==> src/rtl/hazard_scoreboard_pkg.sv <==
// Shared types for the ID-stage hazard scoreboard: forwarding-source codes
// and the per-stage {valid, rd, we, load} tracking entry.
package hazard_scoreboard_pkg;

  typedef enum logic [1:0] {
    FW_RF  = 2'd0,
    FW_EX  = 2'd1,
    FW_MEM = 2'd2,
    FW_WB  = 2'd3
  } fw_sel_e;

  // Entries store rd at a fixed width so the struct is independent of RAW.
  localparam int unsigned RD_W = 8;
  localparam logic [RD_W-1:0] PC_REG = 8'd15;

  typedef struct packed {
    logic            valid;
    logic [RD_W-1:0] rd;
    logic            we;
    logic            load;
  } stage_t;

endpackage

==> src/rtl/hazard_scoreboard_match.sv <==
// hs_match: compare one source operand against the EX/MEM/WB entries and
// priority-encode the youngest writer into a forwarding select.
module hs_match
  import hazard_scoreboard_pkg::*;
#(
  parameter int RAW = 4
) (
  input  logic [RAW-1:0] rs_i,
  input  logic           used_i,
  input  stage_t         ex_i,
  input  stage_t         mem_i,
  input  stage_t         wb_i,
  output logic [1:0]     sel_o,
  output logic           ex_hit_o
);

  logic [RD_W-1:0] rs_ext;
  logic            cand;
  logic            mem_hit;
  logic            wb_hit;

  assign rs_ext   = RD_W'(rs_i);
  // The PC is never a forwarding candidate, either as source or destination.
  assign cand     = used_i && (rs_ext != PC_REG);
  assign ex_hit_o = cand && ex_i.valid  && ex_i.we  && (ex_i.rd  == rs_ext);
  assign mem_hit  = cand && mem_i.valid && mem_i.we && (mem_i.rd == rs_ext);
  assign wb_hit   = cand && wb_i.valid  && wb_i.we  && (wb_i.rd  == rs_ext);

  always_comb begin
    sel_o = FW_RF;
    if (ex_hit_o)     sel_o = FW_EX;
    else if (mem_hit) sel_o = FW_MEM;
    else if (wb_hit)  sel_o = FW_WB;
  end

endmodule

==> src/rtl/hazard_scoreboard.sv <==
// Hazard scoreboard: tracks EX/MEM/WB destinations, selects operand forwarding,
// and generates stall/bubble/freeze for load-use and multi-cycle loads.
module hazard_scoreboard
  import hazard_scoreboard_pkg::*;
#(
  parameter int NPORT   = 3,
  parameter int RAW     = 4,
  parameter int MEM_LAT = 1
) (
  input  logic                   clk,
  input  logic                   R,
  input  logic                   id_valid,
  input  logic [NPORT*RAW-1:0]   id_rs,
  input  logic [NPORT-1:0]       id_rs_used,
  input  logic [RAW-1:0]         id_rd,
  input  logic                   id_rf_we,
  input  logic                   id_load,
  input  logic                   flush,
  output logic [2*NPORT-1:0]     fw_sel,
  output logic                   stall,
  output logic                   bubble,
  output logic                   freeze
);

  stage_t ex_q, mem_q, wb_q;
  stage_t ex_d, mem_d, wb_d;
  stage_t id_entry;
  logic [1:0]       lat_q, lat_d;
  logic [NPORT-1:0] ex_hit;
  logic             load_use;

  for (genvar k = 0; k < NPORT; k++) begin : g_port
    hs_match #(.RAW(RAW)) u_match (
      .rs_i     (id_rs[k*RAW +: RAW]),
      .used_i   (id_rs_used[k]),
      .ex_i     (ex_q),
      .mem_i    (mem_q),
      .wb_i     (wb_q),
      .sel_o    (fw_sel[2*k +: 2]),
      .ex_hit_o (ex_hit[k])
    );
  end

  assign id_entry = '{valid: 1'b1, rd: RD_W'(id_rd), we: id_rf_we, load: id_load};
  assign freeze   = (lat_q != 2'd0);
  // A flush kills the consumer, so the load-use hazard no longer exists.
  assign load_use = id_valid && !flush && ex_q.load && (|ex_hit);
  assign stall    = load_use || freeze;
  assign bubble   = (stall || flush) && !freeze;

  always_comb begin
    ex_d  = ex_q;
    mem_d = mem_q;
    wb_d  = wb_q;
    lat_d = lat_q;
    if (freeze) begin
      lat_d = lat_q - 2'd1;
    end else begin
      wb_d  = mem_q;
      mem_d = ex_q;
      ex_d  = (id_valid && !stall && !flush) ? id_entry : '0;
      lat_d = (ex_q.valid && ex_q.load) ? 2'(MEM_LAT - 1) : '0;
    end
  end

  always_ff @(posedge clk) begin
    if (R) begin
      ex_q  <= '0;
      mem_q <= '0;
      wb_q  <= '0;
      lat_q <= '0;
    end else begin
      ex_q  <= ex_d;
      mem_q <= mem_d;
      wb_q  <= wb_d;
      lat_q <= lat_d;
    end
  end

endmodule

==> config.mk <==
export PLATFORM = sky130hd
export DESIGN_NAME = hazard_scoreboard
export DESIGN_NICKNAME = d
export VERILOG_FILES = /design/src/rtl/hazard_scoreboard_pkg.sv /design/src/rtl/hazard_scoreboard_match.sv /design/src/rtl/hazard_scoreboard.sv
export SDC_FILE = /design/constraint.sdc
export NUM_CORES = 1
export LEC_CHECK = 0
export ABC_AREA = 0
export CAP_MARGIN = 15
export CORE_ASPECT_RATIO = 0.7
export CORE_MARGIN = 5
export CORE_UTILIZATION = 49
export DETAILED_ROUTE_END_ITERATION = 12
export GPL_TIMING_DRIVEN = 0
export PLACE_DENSITY = 0.79
export SETUP_SLACK_MARGIN = 0.2
export SYNTH_ARGS = -nofsm -noshare
export SYNTH_HDL_FRONTEND = slang
export SYNTH_SLANG_ARGS = --single-unit
==> constraint.sdc <==
create_clock -name clk -period 2.05 [get_ports clk]
set_input_delay 0.3075 -clock clk [delete_from_list [all_inputs] [get_ports clk]]
set_output_delay 0.3075 -clock clk [all_outputs]
set_load 0.01 [all_outputs]
Yosys cells after proc, flatten, opt, wreduce, memory -nomap -nowiden
Cells that the tools add are included.
{"block": "word_totals", "out_inout_bits": 9, "elab_cells": 79, "reg_bits": 33}
{"block": "op_classes", "bitwise_logic": 1, "n_reduce_logical": 44, "n_addsub": 1, "eq_ne": 12, "muxes": 10}
{"operator": "$eq A8 B4 Y1", "count": 9}
{"operator": "$logic_and A1 B1 Y1", "count": 36}
{"operator": "$mux W2", "count": 9}
{"operator": "$ne A4 B4 Y1 const B", "count": 3}
{"operator": "$mux W11", "count": 1}
{"operator": "$logic_not A1 Y1", "count": 3}
{"operator": "$reduce_or A3 Y1", "count": 1}
{"operator": "$logic_or A1 B1 Y1", "count": 2}
{"operator": "$reduce_bool A2 Y1", "count": 1}
{"operator": "$reduce_or A2 Y1", "count": 1}
{"operator": "$sub A2 B1 Y2 const B", "count": 1}
{"operator": "$not A1 Y1", "count": 1}

Logic depth before layout (Yosys ltp)
Gate-level depths: netlist (run 1).
{"block": "depth", "word_depth": 12, "ltp_mapped": 8, "mapped_depth_nobuf": 6}

Modules after synthesis
A second synthesis (run 1) with hierarchy kept.
{"block": "hier_totals", "cells_unflattened": 164, "hier_area_um2": 1490.2}
{"module": "hazard_scoreboard", "cells_per_inst": 77, "area_each_um2": 837.1, "n_inst": 1}
{"module": "hs_match", "cells_per_inst": 29, "area_each_um2": 217.7, "n_inst": 3}

Worst setup path after synthesis (run 1)
Ideal clock, no wire load.
{"block": "synth_path", "kind": "register -> output", "from": "register ex_q[2] (netlist bit)", "to": "output bubble", "path_stages_with_launch": 7, "arrival_ps": 1433, "t_required_ps": 1742, "setup_slack_ps": 309, "n_path_buf": 1, "cell_sequence": "dfxtp_1 > buf_6 > xnor2_1 > nand3_1 > or4_4 > nand2_4 > o311a_1"}
{"block": "synth_between", "elab_chain_cells": 7}
{"item": "start: declaration", "line_no": "hazard_scoreboard.sv:25", "rtl": "stage_t ex_q, mem_q, wb_q;"}
{"item": "start signal: assignment", "line_no": "hazard_scoreboard.sv:68", "rtl": "ex_q <= '0;"}
{"item": "start signal: assignment", "line_no": "hazard_scoreboard.sv:73", "rtl": "ex_q <= ex_d;"}
{"item": "$eq A8 B4 Y1", "line_no": "hazard_scoreboard_match.sv:25", "rtl": "assign ex_hit_o = cand && ex_i.valid && ex_i.we && (ex_i.rd == rs_ext);"}
{"item": "$logic_and A1 B1 Y1", "line_no": "hazard_scoreboard_match.sv:25"}
{"item": "$reduce_or A3 Y1 *", "line_no": "hazard_scoreboard.sv:47", "rtl": "assign load_use = id_valid && !flush && ex_q.load && (|ex_hit);"}
{"item": "$logic_and A1 B1 Y1 *", "line_no": "hazard_scoreboard.sv:47"}
{"item": "$logic_or A1 B1 Y1 *", "line_no": "hazard_scoreboard.sv:48", "rtl": "assign stall = load_use || freeze;"}
{"item": "$logic_or A1 B1 Y1 *", "line_no": "hazard_scoreboard.sv:49", "rtl": "assign bubble = (stall || flush) && !freeze;"}
{"item": "$logic_and A1 B1 Y1 *", "line_no": "hazard_scoreboard.sv:49"}
{"item": "end: declaration", "line_no": "hazard_scoreboard.sv:21", "rtl": "output logic bubble,"}
Every way passes the cells marked *; elsewhere a longest branch is shown, timed or not.

Worst setup path after layout (run 1)
Ends and elaborated chain as after synthesis.

==> results.md, run 1 <==
- Sink of the worst hold path: wb_q[2]
- Reg-to-Reg End: ex_q[5]
- Warnings from Yosys: 0
- Type of the tightest min-delay check: primary input to register
- Post-Syn Instances: 165
- Transition time of the tightest slew-check pin: 526 ps
- Cell-by-cell listing of the critical path: buf_6, xnor2_2, nand3_1, or4_4, nand2_8, o311a_1, buf_2
- Count of buffers from port buffering: 32
- Vias after detailed routing: 1460
- Violated checks: negative setup slack
- Hold Path Stages: 2
- Critical Path Slowest Stage Cell: sky130_fd_sc_hd__or4_4
- Post-layout nets: 241
- Commonest cells after routing, fill and taps aside: sky130_fd_sc_hd__xnor2_1, sky130_fd_sc_hd__dfxtp_1, sky130_fd_sc_hd__buf_4, sky130_fd_sc_hd__nor2_1
- Remaining Overflow, GRT: 0
- Placed Instances: 233
- Final total power: 1.05 mW
- Vertical die dimension: 55.4 um
- Count of max-cap constraint violations: 0
- Pin count of the biggest net entering global routing: 13
- Worst-case headroom to the max-slew limit: 64.8%
- Placement Rows: 16
- CTS HTree Levels: 1
- TritonCTS Buffers: 3
- Power density of the placed cells: 518 nW/um2
- Area of the die: 4150 um2
- Routed via count divided by cell count: 5.84
- Initial cell density of the core: 51.5%
- Worst skew pair latency: 260 ps
- Post-DP HPWL: 3150 um
- Detailed-route wire length: 4580 um
- Total routing resource utilization after global routing: 21.2%
- Placer's final routability congestion estimate: 0.901
- R2r setup slk: 300 ps
- Category of the worst setup path capture point: output port
- Root buffer cell: sky130_fd_sc_hd__clkbuf_8
- Run status: finished with violations
- CP startpoint kind: register
- Number of optimization iterations in the first detailed-route pass: 7
- Final-report hold violation count: 0
- Endpoint required time on the critical path: 1740 ps
- Number of antenna violations at the first check in global routing: 0
- Startpoint of the most critical hold path: R
- Peak per-stage delay on the critical path: 540 ps
- Number of diodes: 0
- Number of sinks driven by the clock tree: 21
- Chip Width: 74.9 um
- Global-route wire length before repair: 6820 um
- Worst path setup slack after routing: -142 ps
- Final clock period utilization by the worst path: 107%
- Time the worst path needs with I/O delays and setup: 2190 ps
- Final Instance Count excl. Fillers: 250
- Leakage Power: 0.897 nW
- Maximum achievable frequency: 0.456 GHz
- Worst path top cell family by delay: simple AND/OR/NAND/NOR gates
- WL/cell: 18.3 um
- Unrepaired setup endpoints after global routing: yes
- ANT nets after route: 0
- Highest ir drop seen on vdd: 0.430 mV
- Vias in the first global route: 1386
- Number of DRC violations after detailed-routing iteration 0: 129
- Number of top-level pins: 34
- Share of cells above drive strength 1: 31.3%
- TritonCTS clock tree: done
- Commonest non-fill, non-tap cell in the layout: sky130_fd_sc_hd__xnor2_1
- Bufs on Longest Clock Path: 2
- Arrival time of data at the critical path endpoint: 1880 ps
- Clock skew: 2.67 ps
- CP bufs+invs: 2
- Reg-to-reg critical path startpoint: ex_q[2]
- Crit path kind: register to output port
- Sequential area share after synthesis: 29.1%
- Fin. max-slew vios: 0
- Clock transition at the register clock pins on the worst setup and hold paths after CTS: 80 ps
- Worst-path maximum fanout: 4
- Number of flip-flops and latches in the synthesized netlist: 21
- Final core occ: 72.6%
- Finish-stage setup viols: 4
- Cells on worst reg2reg path: 8
- Average instance area after synthesis: 8.74 um2
- Area growth from synthesis to layout: 41.1%
- Number of design rule violations left after detail routing: 0
- Syn Std Cell Area: 1440 um2
- Core Footprint: 2800 um2
- Netlist cell types: 35
- Synthesized netlist net count: 191
flip-flops by register name, indices dropped and copies added (netlist names):
| signal | cells |
|---|---|
| lat_q | 2 |
| wb_q | 6 |
| ex_q | 7 |
| mem_q | 6 |
per-stage QoR:
stage | hold WS (ps) | area (um2) | setup slack [ps] | setup TNS, ps
finish | 435 | 2040 | -142 | -254
floorplan | 397 | 1440 | 309 | 0
global placement | 407 | 1810 | -723 | -4640
global route | 439 | 2040 | -214 | -641
CTS | 428 | 1950 | -113 | -219
detailed placement | 419 | 1810 | -804 | -5120
synthesized netlist by cell type, drive strengths merged:
cell	count	area (um2)
o21ai	2	10.0
nor4b	1	23.8
mux2i	12	120
o311a	1	10.0
a32oi	6	52.6
ha	1	12.5
xnor2	25	219
o31ai	6	45.0
xor2	11	96.3
o31a	1	8.76
a22oi	1	7.51
nand2	14	60.1
or4	2	18.8
o21bai	1	7.51
and2	1	6.26
clkbuf	7	27.5
nand3	6	30.0
o21a	2	15.0
nor4	5	31.3
inv	3	11.3
dfxtp	21	420
nand4	6	43.8
buf	7	58.8
nor3	4	20.0
nor2b	1	6.26
nor2	14	52.6
nand2b	3	18.8
o41ai	1	8.76
layer usage:
| layer | part of all wire [%] | track usage (%) | up-vias |
|---|---|---|---|
| met5 | 0 | 0 | - |
| met4 | 2.3 | 5.33 | 0 |
| met3 | 9.2 | 5.98 | 16 |
| met2 | 48 | 32.4 | 71 |
| met1 | 41 | 28.9 | 695 |
| li1 | - | - | 678 |
cells by family (layout without fill, tap and decap cells):
| group | after synthesis | after routing | synth area share [%] |
|---|---|---|---|
| and+or+nand+nor | 57 | 57 | 21.6 |
| xor gates and xnor gates | 36 | 36 | 21.9 |
| AOI/OAI and AO/OA | 21 | 21 | 11.4 |
| DFF | 21 | 21 | 29.1 |
| buffers and inverters | 17 | 66 | 6.76 |
| muxes | 12 | 12 | 8.33 |
| adders and majority gates | 1 | 1 | 0.867 |
worst max path at each step:
stage                   from      to  slack (ps)  cells past startpoint
floorplan            ex_q[2]  bubble         310                      6
global placement    id_rs[4]  bubble        -720                      7
detailed placement  id_rs[4]  bubble        -800                      7
CTS                  ex_q[5]  bubble        -110                      6
global route         ex_q[2]  bubble        -210                      7
finish               ex_q[2]  bubble        -140                      7
power breakdown:
group	leakage [nW]	switching [mW]	internal [mW]
clock network	0.0255	0.142	0.136
registers	0.175	0.0164	0.431
logic	0.697	0.171	0.158
area by class of cell:
class                   count  area [um2]
repair buffers             45         364
well taps                  36        45.0
clock buffers               3        41.3
inverters                   3        11.3
flip-flops and latches     21         438
plain buffers              14         103
fillers                   205         767
clock inverters             1        5.00
multi-input cells         127        1030
repair_timing:
item	in CTS	in global routing
pin swaps	12	12
gates cloned	0	0
endpoints found under the setup margin	9	13
gates resized for setup	73	23
hold buffers	0	0
buffers inserted	8	5
(Power assumes the default switching activity.)
==> inputs of run 2 (changes only) <==
- SETUP_SLACK_MARGIN: 0.2 -> unset
- clock period: 2.05 -> 2.4 ns (I/O delays scaled with it)
==> run 2 against run 1 <==
Against the previous run: the run now ends clean; highest routed layer unchanged; largest power group unchanged; non-clock buffer count down 10; combinational power down 26%; flip-flop and latch count unchanged; power down 17%; first-iteration DRC count down 34%; via count down 4.7%; global-route usage down 0.81 points; critical path depth down 1.
==> results.md, run 2 (same netlist as run 1, synthesis figures left out) <==
- Area growth from synthesis to layout: 30.0%
- Time the worst path needs with I/O delays and setup: 2350 ps
- Unrepaired setup endpoints after global routing: no
- Chip Width: 74.9 um
- Internal power summed over all cells: 605 uW
- Vertical die dimension: 55.4 um
- Initial cell density of the core: 51.5%
- Final Instance Count excl. Fillers: 240
- TritonCTS Buffers: 3
- Final-report hold violation count: 0
- Top Registers: ex_q (7), mem_q (6), wb_q (6)
- Bufs on Longest Clock Path: 2
- Final clock period utilization by the worst path: 98.0%
- Global-route track usage on met3: 4.89%
- Maximum achievable frequency: 0.425 GHz
- Type of the tightest min-delay check: register to register
- Global-route wire length before repair: 6610 um
- Commonest non-fill, non-tap cell in the layout: sky130_fd_sc_hd__xnor2_1
- Most utilized layer in the global route result: met2
- Routed via count divided by cell count: 5.80
- TritonCTS clock tree: done
- Run status: finished, final reports clean
- Vias in the first global route: 1359
- Part of the power in registers: 44.8%
- Number of design rule violations left after detail routing: 0
- Placement Rows: 16
- Fin. max-slew vios: 0
- Leakage Power: 0.812 nW
- Total routing resource utilization after global routing: 20.3%
- Commonest cells after routing, fill and taps aside: sky130_fd_sc_hd__xnor2_1, sky130_fd_sc_hd__dfxtp_1, sky130_fd_sc_hd__dlygate4sd2_1
- Post-layout nets: 231
- Vias after detailed routing: 1391
- Worst-case headroom to the max-slew limit: 65.1%
- Clock transition at the register clock pins on the worst setup and hold paths after CTS: 80 ps
- Number of antenna violations at the first check in global routing: 0
- GR Layer Usage met2: 32.8%
- Pin count of the biggest net entering global routing: 13
- Number of sinks driven by the clock tree: 21
- Startpoint of the most critical hold path: lat_q[0]
- Reported net switching power: 266 uW
- Switching portion of total power: 30.6%
- GR met1 Demand/Resource: 27.6%
- WL/cell: 17.2 um
- Root buffer cell: sky130_fd_sc_hd__clkbuf_8
- Number of hold buffers added after CTS: 0
- Reg-to-reg critical path startpoint: lat_q[0]
- Number of optimization iterations in the first detailed-route pass: 4
- Reg-to-Reg End: ex_q[5]
- CTS HTree Levels: 1
- Hold slack final: 437 ps
- Power density of the placed cells: 465 nW/um2
- Post-DP HPWL: 3150 um
- CP startpoint kind: primary input
- Arrival time of data at the critical path endpoint: 1990 ps
- Clock power share: 27.2%
- ANT nets after route: 0
- Area of the die: 4150 um2
- Cells on worst reg2reg path: 8
- Max FFs per register: 7
- Highest ir drop seen on vdd: 0.322 mV
- Register bank with the most flops: ex_q
- Clock skew: 2.59 ps
- Number of top-level pins: 34
- Hold Path Stages: 1
- Sink of the worst hold path: lat_q[0]
- Placer's final routability congestion estimate: 0.901
- Crit path kind: primary input to output port
- Finish-stage setup viols: 0
- Combinational share of power: 28.1%
- Transition time of the tightest slew-check pin: 522 ps
- Share of cells above drive strength 1: 14.2%
- Number of diodes: 0
- Core Footprint: 2800 um2
- Detailed-route wire length: 4130 um
- R2r setup slk: 540 ps
- Endpoint required time on the critical path: 2040 ps
- Worst skew pair latency: 260 ps
- Count of max-cap constraint violations: 0
- Number of DRC violations after detailed-routing iteration 0: 85
- Worst-path maximum fanout: 3
- Remaining Overflow, GRT: 0
- Category of the worst setup path capture point: output port
- Count of buffers from port buffering: 32
- Placed Instances: 233
==> run 2: cell count changes in the layout (fill, tap and decap cells not counted), sizes merged <==
cell,previous run,this run
buf,30,14
dlygate4sd2,8,15
clkbuf,11,9
clkdlybuf4s50,10,12
clkdlybuf4s15,2,1
==> run 2: worst max path at each step <==
stage,cells past startpoint,start,slack [ps],end
6_report,6,id_rs_used[2],50,fw_sel[5]
5_1_grt,7,id_rs[10],10,fw_sel[5]
4_1_cts,6,mem_q[5],0.2,fw_sel[1]
3_5_place_dp,7,id_rs[4],-560,bubble
3_3_place_gp,7,id_rs[4],-480,bubble
2_1_floorplan,6,ex_q[2],610,bubble
==> run 2: area by class of cell <==
cell class              count  area (um2)
inverters                   3        11.3
well taps                  36        45.0
flip-flops and latches     21         420
multi-input cells         127         941
clock buffers               3        41.3
clock inverters             1        5.00
plain buffers              11        77.6
fillers                   231         927
repair buffers             38         334
==> run 2: worst max-delay path, cell delays in order <==
cell	delay, ps
sky130_fd_sc_hd__clkdlybuf4s50_1	460
sky130_fd_sc_hd__nand2_1	100
sky130_fd_sc_hd__or4_4	560
sky130_fd_sc_hd__nor2b_1	150
sky130_fd_sc_hd__nor2_1	110
sky130_fd_sc_hd__clkdlybuf4s15_1	250
==> run 2: layer usage <==
metal | up-vias | share of wire, %
li1 | 660 | -
met1 | 673 | 44
met2 | 53 | 49
met3 | 5 | 6.2
met4 | 0 | 0.85
met5 | - | 0
==> run 2: through the flow <==
stage | instance area (um2) | TNS [ps] | total power [mW] | utilization, % | worst slack [ps]
floorplan | 1440 | 0 | 0.547 | - | 607
global placement | 1810 | -2680 | 0.633 | 64.5 | -478
detailed placement | 1810 | -3110 | 0.646 | 64.5 | -559
CTS | 1880 | 0 | 0.870 | 67.2 | 0.198
global route | 1880 | 0 | 0.908 | 66.9 | 11.7
finish | 1880 | 0 | 0.872 | 66.9 | 49.2
==> run 2: timing repair <==
action / CTS / global route
setup buffers: 5 / 1
gates resized for setup: 26 / 7
pin swaps: 2 / 3
setup endpoints to repair: 8 / 4
==> run 2: power by group through the flow <==
stage | Sequential [mW] | Combinational (mW) | Clock (mW)
2_1_floorplan | 0.388 | 0.159 | 0
3_3_place_gp | 0.391 | 0.242 | 0
3_5_place_dp | 0.393 | 0.253 | 0
4_1_cts | 0.386 | 0.246 | 0.238
5_1_grt | 0.392 | 0.261 | 0.254
6_report | 0.390 | 0.245 | 0.237
==> inputs of run 3 (changes only) <==
- clock period: 2.4 -> 2.5 ns (I/O delays scaled with it)
==> run 3 against run 2 <==
Against the previous run: clock skew rose by 0.60 ps; combinational power is 4% lower; critical endpoint is now fw_sel[1]; critical path depth increased by 1; sequential share of layout area down 0.24 points; setup slack got worse by 10 ps; register-to-register slack better by 120 ps.
==> results.md, run 3 (same netlist as run 1, synthesis figures left out) <==
- Run status: finished, final reports clean
- CP startpoint kind: register
- Number of inserted filler cells in the final layout: 225
- Placement Rows: 16
- Clock skew: 3.19 ps
- Max FFs per register: 7
- Routed via count divided by cell count: 5.75
- Arrival time of data at the critical path endpoint: 2090 ps
- Number of antenna violations at the first check in global routing: 0
- Type of the tightest min-delay check: register to register
- Root buffer cell: sky130_fd_sc_hd__clkbuf_8
- Count of buffers from port buffering: 32
- Remaining Overflow, GRT: 0
- Leakage Power: 0.840 nW
- Transition time of the tightest slew-check pin: 551 ps
- Clock transition at the register clock pins on the worst setup and hold paths after CTS: 80 ps
- Vias after detailed routing: 1379
- Category of the worst setup path capture point: output port
- Worst-path maximum fanout: 5
- GR Layer Usage met2: 32.4%
- CTS HTree Levels: 1
- Number of optimization iterations in the first detailed-route pass: 4
- Initial cell density of the core: 51.5%
- GR met1 Demand/Resource: 26.9%
- Final-report hold violation count: 0
- Number of DRC violations after detailed-routing iteration 0: 84
- Register bank with the most flops: ex_q
- Final core occ: 67.6%
- Commonest non-fill, non-tap cell in the layout: sky130_fd_sc_hd__xnor2_1
- R2r setup slk: 660 ps
- Global-route track usage on met3: 4.89%
- Worst skew pair latency: 260 ps
- Pin count of the biggest net entering global routing: 13
- Startpoint of the most critical hold path: lat_q[0]
- Detailed-route wire length: 4080 um
- Core Footprint: 2800 um2
- Share of cells above drive strength 1: 12.7%
- Reg-to-reg critical path startpoint: lat_q[0]
- Placer's final routability congestion estimate: 0.901
- Post-layout nets: 231
- Area growth from synthesis to layout: 31.4%
- Unrepaired setup endpoints after global routing: yes
- Sink of the worst hold path: lat_q[0]
- Hold slack final: 435 ps
- Final clock period utilization by the worst path: 98.4%
- Time the worst path needs with I/O delays and setup: 2460 ps
- Crit path kind: register to output port
- Area used by sequential logic in the layout: 420 um2
- Fin. max-slew vios: 0
- Most utilized layer in the global route result: met2
- Number of sinks driven by the clock tree: 21
- Power density of the placed cells: 441 nW/um2
- ANT nets after route: 0
- Number of design rule violations left after detail routing: 0
- Highest ir drop seen on vdd: 0.311 mV
- Endpoint required time on the critical path: 2120 ps
- Count of max-cap constraint violations: 0
- Chip Width: 74.9 um
- Post-DP HPWL: 3150 um
- Vias in the first global route: 1366
- TritonCTS Buffers: 3
- Cells on worst reg2reg path: 8
- Number of top-level pins: 34
- Top Registers: ex_q (7), mem_q (6), wb_q (6)
- Global-route wire length before repair: 6540 um
- Total routing resource utilization after global routing: 20.1%
- Bufs on Longest Clock Path: 2
- Hold Path Stages: 1
- WL/cell: 17.0 um
- Vertical die dimension: 55.4 um
- Worst-case headroom to the max-slew limit: 63.1%
- TritonCTS clock tree: done
- Finish-stage setup viols: 0
- Area of the multi-input gates: 942 um2
- Commonest cells after routing, fill and taps aside: sky130_fd_sc_hd__xnor2_1, sky130_fd_sc_hd__dfxtp_1, sky130_fd_sc_hd__dlygate4sd2_1
- Maximum achievable frequency: 0.406 GHz
- Reg-to-Reg End: ex_q[5]
- Area of the die: 4150 um2
- Crit path launch: ex_q[4]
- Number of hold buffers added after CTS: 0
- Number of diodes: 0
run 3: cell types whose count changed in the layout (fill, tap and decap cells not counted), sizes merged:
cell and change:
clkbuf -2, clkdlybuf4s50 +1, dlygate4sd2 +1, clkdlybuf4s15 -1, buf -1, dlymetal6s2s +2
run 3: through the flow:
stage	total power [mW]	worst slack (ps)	setup TNS, ps	cells	instance area (um2)
2_1_floorplan	0.525	692	0	165	1440
3_5_place_dp	0.620	-489	-2550	233	1810
5_1_grt	0.872	-31.1	-31.1	240	1900
3_3_place_gp	0.608	-408	-2120	233	1810
4_1_cts	0.836	15.6	0	242	1890
6_report	0.836	39.2	0	240	1900
run 3: worst max path at each step:
stage / cells after the start / slack [ps] / endpoint
floorplan: 6 / 690 / bubble
global placement: 7 / -410 / bubble
detailed placement: 7 / -490 / bubble
CTS: 7 / 20 / fw_sel[1]
global route: 7 / -30 / fw_sel[1]
finish: 7 / 40 / fw_sel[1]
run 3: critical path, cell delays in order, from the launching register on:
cell                              delay (ps)
sky130_fd_sc_hd__dfxtp_1                 320
sky130_fd_sc_hd__buf_6                   130
sky130_fd_sc_hd__xor2_1                  170
sky130_fd_sc_hd__nor4_2                  310
sky130_fd_sc_hd__nand4_2                 160
sky130_fd_sc_hd__buf_4                   160
sky130_fd_sc_hd__o21a_1                   90
sky130_fd_sc_hd__clkdlybuf4s50_1         470
run 3: power breakdown:
group,leakage [nW],internal (mW),switching [mW]
Combinational,0.644,0.115,0.120
Clock,0.0255,0.111,0.116
Sequential,0.171,0.355,0.0189
Total,0.840,0.582,0.254
run 3: routing by layer:
layer  part of all wire (%)  wire [um]  vias to the layer above
li1                       -          -                      658
met1                     45       1830                      674
met2                     48       1980                       42
met3                    5.5        223                        5
met4                    1.1         46                        0
met5                      0          0                        -
run 3: area by class of cell:
class / count / share of cell area [%]
clock inverter: 1 / 0.264
timing repair buffer: 38 / 18.6
sequential: 21 / 22.2
inverter: 3 / 0.594
clock buffer: 3 / 2.18
multi-input combinational: 127 / 49.7
tap: 36 / 2.38
buffer: 11 / 4.09
run 3: what timing repair did:
item | in CTS | in global routing
setup endpoints to repair | 8 | 4
setup buffers | 5 | 1
pin swaps | 2 | 1
gates cloned | 0 | 0
resized for setup | 19 | 4
